$ cat config.mk
export PLATFORM = sky130hd
export DESIGN_NAME = hazard_fwd_ctrl
export DESIGN_NICKNAME = d
export VERILOG_FILES = /design/src/rtl/hazard_pkg.sv /design/src/rtl/hazard_fwd_ctrl_fwd_select.sv /design/src/rtl/hazard_fwd_ctrl.sv
export SDC_FILE = /design/constraint.sdc
export NUM_CORES = 1
export LEC_CHECK = 0
export BUFFER_PORTS_ARGS = -buffer_cell sky130_fd_sc_hd__clkbuf_2
export CAP_MARGIN = 20
export CORE_MARGIN = 5
export CORE_UTILIZATION = 46
export DETAILED_ROUTE_END_ITERATION = 6
export GPL_ROUTABILITY_DRIVEN = 0
export PLACE_DENSITY_LB_ADDON = 0.15
export SYNTH_ARGS = -nofsm -noshare
export SYNTH_HDL_FRONTEND = slang
export SYNTH_SLANG_ARGS = --single-unit
export TNS_END_PERCENT = 50
$ cat constraint.sdc
create_clock -name clk -period 2.16 [get_ports clk]
set_input_delay 0.324 -clock clk [delete_from_list [all_inputs] [get_ports clk]]
set_output_delay 0.324 -clock clk [all_outputs]
set_load 0.02 [all_outputs]
$ cat src/rtl/hazard_pkg.sv
// Shared types and constants for the pipeline hazard / forwarding controller.
// Latency: n/a (declarations only).
// Backpressure: n/a (declarations only).
package hazard_pkg;

    // MDU scoreboard states
    typedef enum logic [1:0] {
        IDLE = 2'd0,
        RUN  = 2'd1,
        WB   = 2'd2
    } mdu_state_t;

    // ALU operand mux select encodings
    localparam logic [1:0] FWD_RF    = 2'b00;
    localparam logic [1:0] FWD_EXMEM = 2'b01;
    localparam logic [1:0] FWD_MEMWB = 2'b10;

    // Width of the MDU down-counter; holds MDU_LAT-1 for MDU_LAT up to 15
    localparam int MDU_CW = 4;

endpackage

$ cat src/rtl/hazard_fwd_ctrl_fwd_select.sv
// Per-operand forwarding priority select (EX/MEM over MEM/WB over register file).
// Latency: combinational, zero cycles.
// Backpressure: none; pure function of the current stage registers.
// Ports: i_src operand register; i_exmem_* / i_memwb_* producer stage
//        write enable and destination; o_sel operand mux select.
module fwd_select
    import hazard_pkg::*;
#(
    parameter int REG_AW = 5
) (
    input  logic [REG_AW-1:0] i_src,
    input  logic              i_exmem_regwrite,
    input  logic [REG_AW-1:0] i_exmem_rd,
    input  logic              i_memwb_regwrite,
    input  logic [REG_AW-1:0] i_memwb_rd,
    output logic [1:0]        o_sel
);

    logic w_hit_exmem;
    logic w_hit_memwb;

    // Register 0 is hard-wired zero, so a write to it never produces a value
    assign w_hit_exmem = i_exmem_regwrite && (i_exmem_rd != '0) && (i_exmem_rd == i_src);
    assign w_hit_memwb = i_memwb_regwrite && (i_memwb_rd != '0) && (i_memwb_rd == i_src);

    // EX/MEM holds the younger result, so it wins when both match
    always_comb begin
        o_sel = FWD_RF;
        if (w_hit_exmem) begin
            o_sel = FWD_EXMEM;
        end else if (w_hit_memwb) begin
            o_sel = FWD_MEMWB;
        end
    end

endmodule

$ cat src/rtl/hazard_fwd_ctrl.sv
// Hazard controller: EX operand forwarding, load-use stall, single-entry MDU scoreboard, stall counter.
// Latency: forwarding/stall combinational; MDU write-back strobe MDU_LAT+1 cycles after an accepted start.
// Backpressure: stall holds PC/IF-ID and bubbles ID/EX; an mdu_start seen together with stall is not accepted.
// Ports: clk/reset (async active-high); ifid_*, idex_*, exmem_*, memwb_* pipeline register fields;
//        mdu_start/mdu_rd MDU issue from ID; perf_clr counter clear; forward_a/b operand selects;
//        stall; mdu_busy, mdu_wb_valid, mdu_wb_rd scoreboard status; id_bypass_a/b ID bypass selects;
//        stall_cycles saturating counter.
// Build option: HAZARD_MDU_BYPASS_EN enables the ID-stage bypass of the MDU result during write-back.
module hazard_fwd_ctrl
    import hazard_pkg::*;
#(
    parameter int REG_AW  = 5,
    parameter int MDU_LAT = 4,   // legal range 2..15
    parameter int CNT_W   = 16
) (
    input  logic              clk,
    input  logic              reset,
    input  logic [REG_AW-1:0] ifid_rs,
    input  logic [REG_AW-1:0] ifid_rt,
    input  logic [REG_AW-1:0] idex_rs,
    input  logic [REG_AW-1:0] idex_rt,
    input  logic              idex_memread,
    input  logic [REG_AW-1:0] idex_rd,
    input  logic              exmem_regwrite,
    input  logic [REG_AW-1:0] exmem_rd,
    input  logic              memwb_regwrite,
    input  logic [REG_AW-1:0] memwb_rd,
    input  logic              mdu_start,
    input  logic [REG_AW-1:0] mdu_rd,
    input  logic              perf_clr,
    output logic [1:0]        forward_a,
    output logic [1:0]        forward_b,
    output logic              stall,
    output logic              mdu_busy,
    output logic              mdu_wb_valid,
    output logic [REG_AW-1:0] mdu_wb_rd,
    output logic              id_bypass_a,
    output logic              id_bypass_b,
    output logic [CNT_W-1:0]  stall_cycles
);

    mdu_state_t        r_state;
    logic [MDU_CW-1:0] r_cnt;
    logic [REG_AW-1:0] r_rd;
    logic              r_busy;
    logic              r_wb_valid;
    logic [REG_AW-1:0] r_wb_rd;
    logic [CNT_W-1:0]  r_stall_cnt;

    logic [1:0] w_fwd_a;
    logic [1:0] w_fwd_b;
    logic       w_load_use;
    logic       w_rd_hit_a;
    logic       w_rd_hit_b;
    logic       w_raw;
    logic       w_struct;
    logic       w_stall;
    logic       w_accept;

    // ------------------------------------------------------------------
    // Operand forwarding
    // ------------------------------------------------------------------
    fwd_select #(.REG_AW(REG_AW)) u_fwd_a (
        .i_src            (idex_rs),
        .i_exmem_regwrite (exmem_regwrite),
        .i_exmem_rd       (exmem_rd),
        .i_memwb_regwrite (memwb_regwrite),
        .i_memwb_rd       (memwb_rd),
        .o_sel            (w_fwd_a)
    );

    fwd_select #(.REG_AW(REG_AW)) u_fwd_b (
        .i_src            (idex_rt),
        .i_exmem_regwrite (exmem_regwrite),
        .i_exmem_rd       (exmem_rd),
        .i_memwb_regwrite (memwb_regwrite),
        .i_memwb_rd       (memwb_rd),
        .o_sel            (w_fwd_b)
    );

    // ------------------------------------------------------------------
    // Hazard detection
    // ------------------------------------------------------------------
    assign w_load_use = idex_memread && (idex_rd != '0) &&
                        ((idex_rd == ifid_rs) || (idex_rd == ifid_rt));

    // Pending MDU destination read by the instruction in ID; r0 never blocks
    assign w_rd_hit_a = (r_rd != '0) && (r_rd == ifid_rs);
    assign w_rd_hit_b = (r_rd != '0) && (r_rd == ifid_rt);

`ifdef HAZARD_MDU_BYPASS_EN
    // In WB the result is steered straight into ID, so only RUN blocks readers
    assign w_raw       = (r_state == RUN) && (w_rd_hit_a || w_rd_hit_b);
    assign id_bypass_a = (r_state == WB) && w_rd_hit_a && !reset;
    assign id_bypass_b = (r_state == WB) && w_rd_hit_b && !reset;
`else
    // Readers wait until the register file write in WB has completed
    assign w_raw       = ((r_state == RUN) || (r_state == WB)) && (w_rd_hit_a || w_rd_hit_b);
    assign id_bypass_a = 1'b0;
    assign id_bypass_b = 1'b0;
`endif

    // Only one MDU operation can be in flight
    assign w_struct = mdu_start && (r_state == RUN);
    assign w_stall  = w_load_use || w_raw || w_struct;

    // A stalled start is re-presented by ID next cycle, so it is simply ignored now
    assign w_accept = mdu_start && !w_stall && (r_state != RUN);

    // Combinational outputs are forced quiet while reset is held
    assign forward_a = reset ? FWD_RF : w_fwd_a;
    assign forward_b = reset ? FWD_RF : w_fwd_b;
    assign stall     = w_stall && !reset;

    // ------------------------------------------------------------------
    // MDU scoreboard
    // ------------------------------------------------------------------
    always_ff @(posedge clk or posedge reset) begin
        if (reset) begin
            r_state    <= IDLE;
            r_cnt      <= '0;
            r_rd       <= '0;
            r_busy     <= 1'b0;
            r_wb_valid <= 1'b0;
            r_wb_rd    <= '0;
        end else begin
            unique case (r_state)
                IDLE: begin
                    if (w_accept) begin
                        r_state <= RUN;
                        r_cnt   <= MDU_CW'(MDU_LAT - 1);
                        r_rd    <= mdu_rd;
                        r_busy  <= 1'b1;
                    end
                end
                RUN: begin
                    // Counter runs MDU_LAT-1 .. 0, giving exactly MDU_LAT RUN cycles
                    if (r_cnt == '0) begin
                        r_state    <= WB;
                        r_wb_valid <= 1'b1;
                        r_wb_rd    <= r_rd;
                    end else begin
                        r_cnt <= r_cnt - 1'b1;
                    end
                end
                WB: begin
                    r_wb_valid <= 1'b0;
                    r_wb_rd    <= '0;
                    if (w_accept) begin
                        r_state <= RUN;
                        r_cnt   <= MDU_CW'(MDU_LAT - 1);
                        r_rd    <= mdu_rd;
                    end else begin
                        r_state <= IDLE;
                        r_busy  <= 1'b0;
                    end
                end
                default: begin
                    r_state    <= IDLE;
                    r_busy     <= 1'b0;
                    r_wb_valid <= 1'b0;
                    r_wb_rd    <= '0;
                end
            endcase
        end
    end

    assign mdu_busy     = r_busy;
    assign mdu_wb_valid = r_wb_valid;
    assign mdu_wb_rd    = r_wb_rd;

    // ------------------------------------------------------------------
    // Stall performance counter (clear wins over increment, saturating)
    // ------------------------------------------------------------------
    always_ff @(posedge clk or posedge reset) begin
        if (reset) begin
            r_stall_cnt <= '0;
        end else if (perf_clr) begin
            r_stall_cnt <= '0;
        end else if (w_stall && (r_stall_cnt != '1)) begin
            r_stall_cnt <= r_stall_cnt + CNT_W'(1);
        end
    end

    assign stall_cycles = r_stall_cnt;

endmodule

==> results of run 1 <==
-- logic make-up (layout without fill, tap and decap cells) --
logic type / count (synthesis) / in the layout / synth area share, %
AND/OR/NAND/NOR: 95 / 95 / 21.71
XOR/XNOR: 40 / 40 / 14.64
multiplexers: 10 / 10 / 4.707
other: 1 / 2 / 0.1568
AO/OA/AOI/OAI: 53 / 53 / 15.53
flip-flops: 34 / 34 / 35.57
adder cells (fa/ha/maj): 7 / 7 / 3.661
buffers and inverters: 20 / 119 / 4.027
-- per-layer routing --
layer  routed length (um)  up-vias  GRT usage [%]
met4                   80        0          5.980
met3                  341        8          3.796
li1                     -     1148              -
met2                 2792       68          31.42
met5                    0        -              0
met1                 2615     1051          24.61
-- path summary, 6_finish.rpt --
check / startpoint / depth (start not counted) / slack [ns] / to
worst max-delay path: r_rd[3]$_DFFE_PP0P_ / 5 / 0.002 / stall
worst min-delay path: reset / 3 / 0.20 / r_cnt[1]$_DFFE_PP0P_
worst max register to register: r_rd[4]$_DFFE_PP0P_ / 8 / 0.01 / stall_cycles[8]$_DFFE_PP0P_
worst min register to register: mdu_wb_valid$_DFFE_PP0P_ / 1 / 0.51 / mdu_wb_valid$_DFFE_PP0P_
max in group asynchronous: reset / 3 / 1.62 / r_rd[3]$_DFFE_PP0P_
min in group clk: mdu_rd[4] / 2 / 0.26 / r_rd[4]$_DFFE_PP0P_
-- power by group --
| group | internal, mW | switching (mW) | total, mW |
|---|---|---|---|
| Sequential | 0.763 | 0.122 | 0.885 |
| Combinational | 0.602 | 0.639 | 1.24 |
| Clock | 0.257 | 0.230 | 0.487 |
| Total | 1.62 | 0.992 | 2.61 |
-- placed cells by master (no fill, tap or decap), types with 5 or more instances in the layout --
| cell | n |
|---|---|
| clkbuf_8 | 6 |
| a22o_1 | 5 |
| o21ai_0 | 7 |
| buf_4 | 24 |
| clkbuf_2 | 73 |
| xnor2_1 | 12 |
| dfrtp_1 | 33 |
| inv_1 | 9 |
| nand2_1 | 19 |
| xor2_1 | 28 |
| ha_1 | 7 |
| nand3_1 | 13 |
| mux2_2 | 10 |
| nor2_1 | 13 |
| a21oi_1 | 12 |
| nor3_1 | 6 |
| nor2b_1 | 6 |
| or4_1 | 12 |
| o31ai_1 | 11 |
-- area by class of cell --
class                      instances  share of cell area, %
clock buffer                       7                  2.700
clock inverter                     1                 0.1565
inverter                          10                  1.291
multi-input combinational        207                  47.46
sequential                        34                  26.64
tap                               70                  2.739
timing repair buffer             101                  19.01
-- registers in the layout (all words and copies together), names as in the netlist --
name / flops
r_rd: 5
mdu_busy: 1
stall_cycles: 16
r_state: 2
r_cnt: 4
mdu_wb_rd: 5
mdu_wb_valid: 1
-- critical path: stages (launching register included) --
cell     delay [ns]
dfrtp_2        0.43
or4_4          0.56
o21ai_4        0.16
o221a_4        0.24
nor2_2         0.04
buf_6          0.12
-- repair_timing --
item                       4_1_cts  5_1_grt
buffers inserted                 6        1
setup endpoints to repair        6       22
pin swaps                        8       13
hold buffers                     0        0
resized for setup                4       15
-- stage by stage --
step	cell area, um2	instances	power [mW]	setup TNS [ns]	util (%)
4_1_cts	3137	429	2.598	-0.03045	61.81
3_3_place_gp	2980	415	1.956	0	58.73
2_1_floorplan	2406	261	1.623	0	-
6_report	3198	430	2.614	0	63.02
3_5_place_dp	2980	415	1.986	-0.1156	58.73
5_1_grt	3198	430	2.811	-0.3915	63.02
==> flow_summary.yaml, run 1 <==
synth:
  synth_top_area_cell: "dfrtp_1"
  synth_warnings: 0
  ys_seq_elements: 34
  synth_edf_count: 0
  syn_inst: 260
  synth_most_common_cell: "dfrtp_1"
  synth_area_mm2: 0.002392
  syn_avg_cell_area_um2: 9.201
  ys_types: 42
  synthArstFlopShare_pct: 100.0
  ys_top_cells_by_area: "dfrtp_1, xor2_1, mux2_2"
  synth_top_area_share_pct: 35.56
  seq_area_frac_synth_pct: 35.56
  ys.flop_type: "dfrtp_1"
  synth_common_cells: "dfrtp_1, xor2_1, nand2_1"
route:
  ant_nets: 0
  drt_iter0_markers: 112
  first_pass_iters: 4
  vias: 2275
  post_drt_wl_per_cell_um: 13.56
  drc: 0
  wl_mm: 5.829
  via_per_inst: 5.291
worst_setup_path:
  endpoint_kind: "output port"
  start_kind: "flip-flop"
  cp_max_fo: 4
  required_ns: 1.84
  critical_path_class: "flip-flop to output port"
  worstPathArrival_ns: 1.83
timing:
  worst_clock_skew_ns: 0.008872
  finalSetupViolCount: 0
  worst_slack_ns: 0.002279
  whs_ns: 0.2020
  period_share_pct: 99.89
  drv_slew: 0
  fin_crit_ns: 2.158
  rsz0062_at_grt: "true"
  fmax_ghz: 0.4635
  finalHoldViolCount: 0
clocking:
  worstSkewPairLatency_ns: 0.29
  htreeDepth: 2
  clock_sinks: 34
  clk_pin_slew_ns: 0.07
  cts_tree: "done"
  root_buffer: "clkbuf_8"
  ctsLongestPathBuffers: 2
  numCtsBuffers: 5
die:
  die_h_um: 82.12
  die_w_um: 82.12
  core_mm2: 0.005075
  rows: 26
  die_area_mm2: 0.006743
  initial_core_util_pct: 47.14
  io_pins: 77
final_layout:
  antennaDiodeCount: 0
  multi_input_area_mm2: 0.001518
  seqCellArea_um2: 852.1
  drive_gt1_share_pct: 38.33
  nFillCells: 460
  nets: 413
  area_growth_pct: 33.68
grt:
  overflow: 0
  first_global_vias: 2246
  antenna_found_initial: 0
  track_usage_pct: 18.88
  grt_pass1_wl_mm: 10.07
  grt_max_degree: 35
outcome:
  outcome: "finished, final reports clean"
power_and_ir_drop:
  power.density_mw_per_mm2: 817.2
  p_leak_nw: 1.480
  vdd_drop_max_v: 0.0006495
place:
  post-place-ws_ns: -0.02802
  numPortBuffers: 74
  dpl.hpwl_mm: 4.580
flow_run:
  cap_viol_max_count: 0
worst_hold_path:
  hold_path_class: "input port to asynchronous set/reset pin"
(Power assumes the default switching activity.)
==> run 2: changes to the inputs <==
Settings changed: CORE_UTILIZATION 46 to 51.
Clock period 2.16 ns to 2.2 ns, I/O delays scaled along.
==> flow_summary.yaml, run 2 (synthesis gave the netlist of run 1 again) <==
die:
  die_h_um: 78.49
  initial_core_util_pct: 51.68
  io_pins: 77
  rows: 25
  die_w_um: 78.49
  die_area_mm2: 0.006161
  core_mm2: 0.004629
final_layout:
  final_common_cell: "clkbuf_2"
  nFillCells: 388
  drive_gt1_share_pct: 38.14
  stdcell_area_mm2: 0.003122
  seqCellArea_um2: 853.3
  largest_reg_flops: 16
  multi_input_area_mm2: 0.001518
  nets: 407
  area_growth_pct: 30.49
  final_cell_mix: "clkbuf_2, dfrtp_1, xor2_1"
  antennaDiodeCount: 0
worst_hold_path:
  hold_path_class: "input port to asynchronous set/reset pin"
route:
  post_drt_wl_per_cell_um: 14.30
  dr.max_layer_used: "met4"
  routedLengthMet1_mm: 2.609
  dr_wl_met3_um: 378
  wl_mm: 5.834
  wl_met2_mm: 2.760
  drt_iter0_markers: 145
  drc: 0
  via_per_inst: 5.547
  ant_nets: 0
  vias: 2263
  first_pass_iters: 4
clocking:
  clock_sinks: 34
  ctsLongestPathBuffers: 2
  ctsHoldBuffers: 0
  numCtsBuffers: 5
  worstSkewPairLatency_ns: 0.28
  root_buffer: "clkbuf_8"
  cts_tree: "done"
  htreeDepth: 2
  clk_pin_slew_ns: 0.07
timing:
  finalHoldViolCount: 0
  whs_ns: 0.2104
  worst_slack_ns: -0.01977
  period_share_pct: 100.9
  fmax_ghz: 0.4505
  rsz0062_at_grt: "true"
  drv_slew: 0
  finalSetupViolCount: 1
  fin_crit_ns: 2.220
  worst_clock_skew_ns: 0.006253
grt:
  antenna_found_initial: 0
  first_global_vias: 2232
  grt_max_degree: 35
  grt_pass1_wl_mm: 9.894
  overflow: 0
  track_usage_pct: 19.61
worst_setup_path:
  max_stage_delay_ns: 0.57
  slowest_stage: "or4_4"
  start_kind: "flip-flop"
  cp_max_fo: 5
  required_ns: 1.87
  path_cells: "or4_4 -> o21ai_4 -> o221a_4 -> nor2_1 -> buf_4"
  rrSetupSlack_ns: 0.02
  worstPathArrival_ns: 1.89
  critical_path_class: "flip-flop to output port"
  endpoint_kind: "output port"
power_and_ir_drop:
  power.total_mw: 2.543
  power.density_mw_per_mm2: 814.8
  vdd_drop_max_v: 0.0006223
  p_leak_nw: 1.451
place:
  dpl.hpwl_mm: 4.478
  place_area_mm2: 0.002910
  post-place-ws_ns: -0.02972
  numPortBuffers: 74
outcome:
  outcome: "finished, violations left"
  violations: "negative setup slack"
flow_run:
  cap_viol_max_count: 0
-- run 2: area by class of cell --
class / count / area share [%]
sequential: 34 / 27.33
tap: 54 / 2.164
clock inverter: 1 / 0.1603
multi-input combinational: 207 / 48.62
timing repair buffer: 95 / 17.64
inverter: 10 / 1.323
clock buffer: 7 / 2.766
-- run 2: report_power, final --
group | internal (mW) | switching (mW) | total [mW] | leakage, nW
Clock | 0.253 | 0.229 | 0.481 | 0.0482
Combinational | 0.552 | 0.623 | 1.18 | 0.953
Sequential | 0.751 | 0.136 | 0.887 | 0.450
-- run 2: per-layer routing --
metal	GRT usage (%)	up-vias
li1	-	1131
met4	6.294	0
met3	4.587	8
met2	32.53	80
met5	0	-
met1	25.20	1044
-- run 2: path summary, 6_finish.rpt --
| kind | end | start | cells past startpoint |
|---|---|---|---|
| worst min register to register | mdu_wb_valid$_DFFE_PP0P_ | mdu_wb_valid$_DFFE_PP0P_ | 1 |
| min in group clk | r_rd[0]$_DFFE_PP0P_ | mdu_rd[0] | 2 |
| worst min-delay path | stall_cycles[15]$_DFFE_PP0P_ | reset | 3 |
| worst max-delay path | stall | r_rd[1]$_DFFE_PP0P_ | 5 |
| max in group asynchronous | r_rd[1]$_DFFE_PP0P_ | reset | 3 |
| worst max register to register | stall_cycles[11]$_DFFE_PP0P_ | r_rd[0]$_DFFE_PP0P_ | 8 |
-- run 2: through the flow --
| step | std cells | util, % | setup TNS (ns) |
|---|---|---|---|
| 2_1_floorplan | 261 | - | 0 |
| 3_3_place_gp | 394 | 62.86 | 0 |
| 3_5_place_dp | 394 | 62.86 | -0.1273 |
| 4_1_cts | 408 | 66.16 | -0.05830 |
| 5_1_grt | 408 | 67.43 | -0.5150 |
| 6_report | 408 | 67.43 | -0.01977 |
-- run 2: what timing repair did --
| item | in CTS | in global routing |
|---|---|---|
| endpoints found under the hold margin | 0 | 0 |
| buffers inserted | 6 | 0 |
| cloned | 0 | 0 |
| setup endpoints to repair | 6 | 23 |
| resized for setup | 5 | 16 |
| pin swaps | 14 | 9 |
-- run 2: critical path, delay by kind of cell (launching register included) --
family,cells,cell delay [ns]
compound gates,2,0.40
simple gates,2,0.61
buf+inv,1,0.16
flops,1,0.44
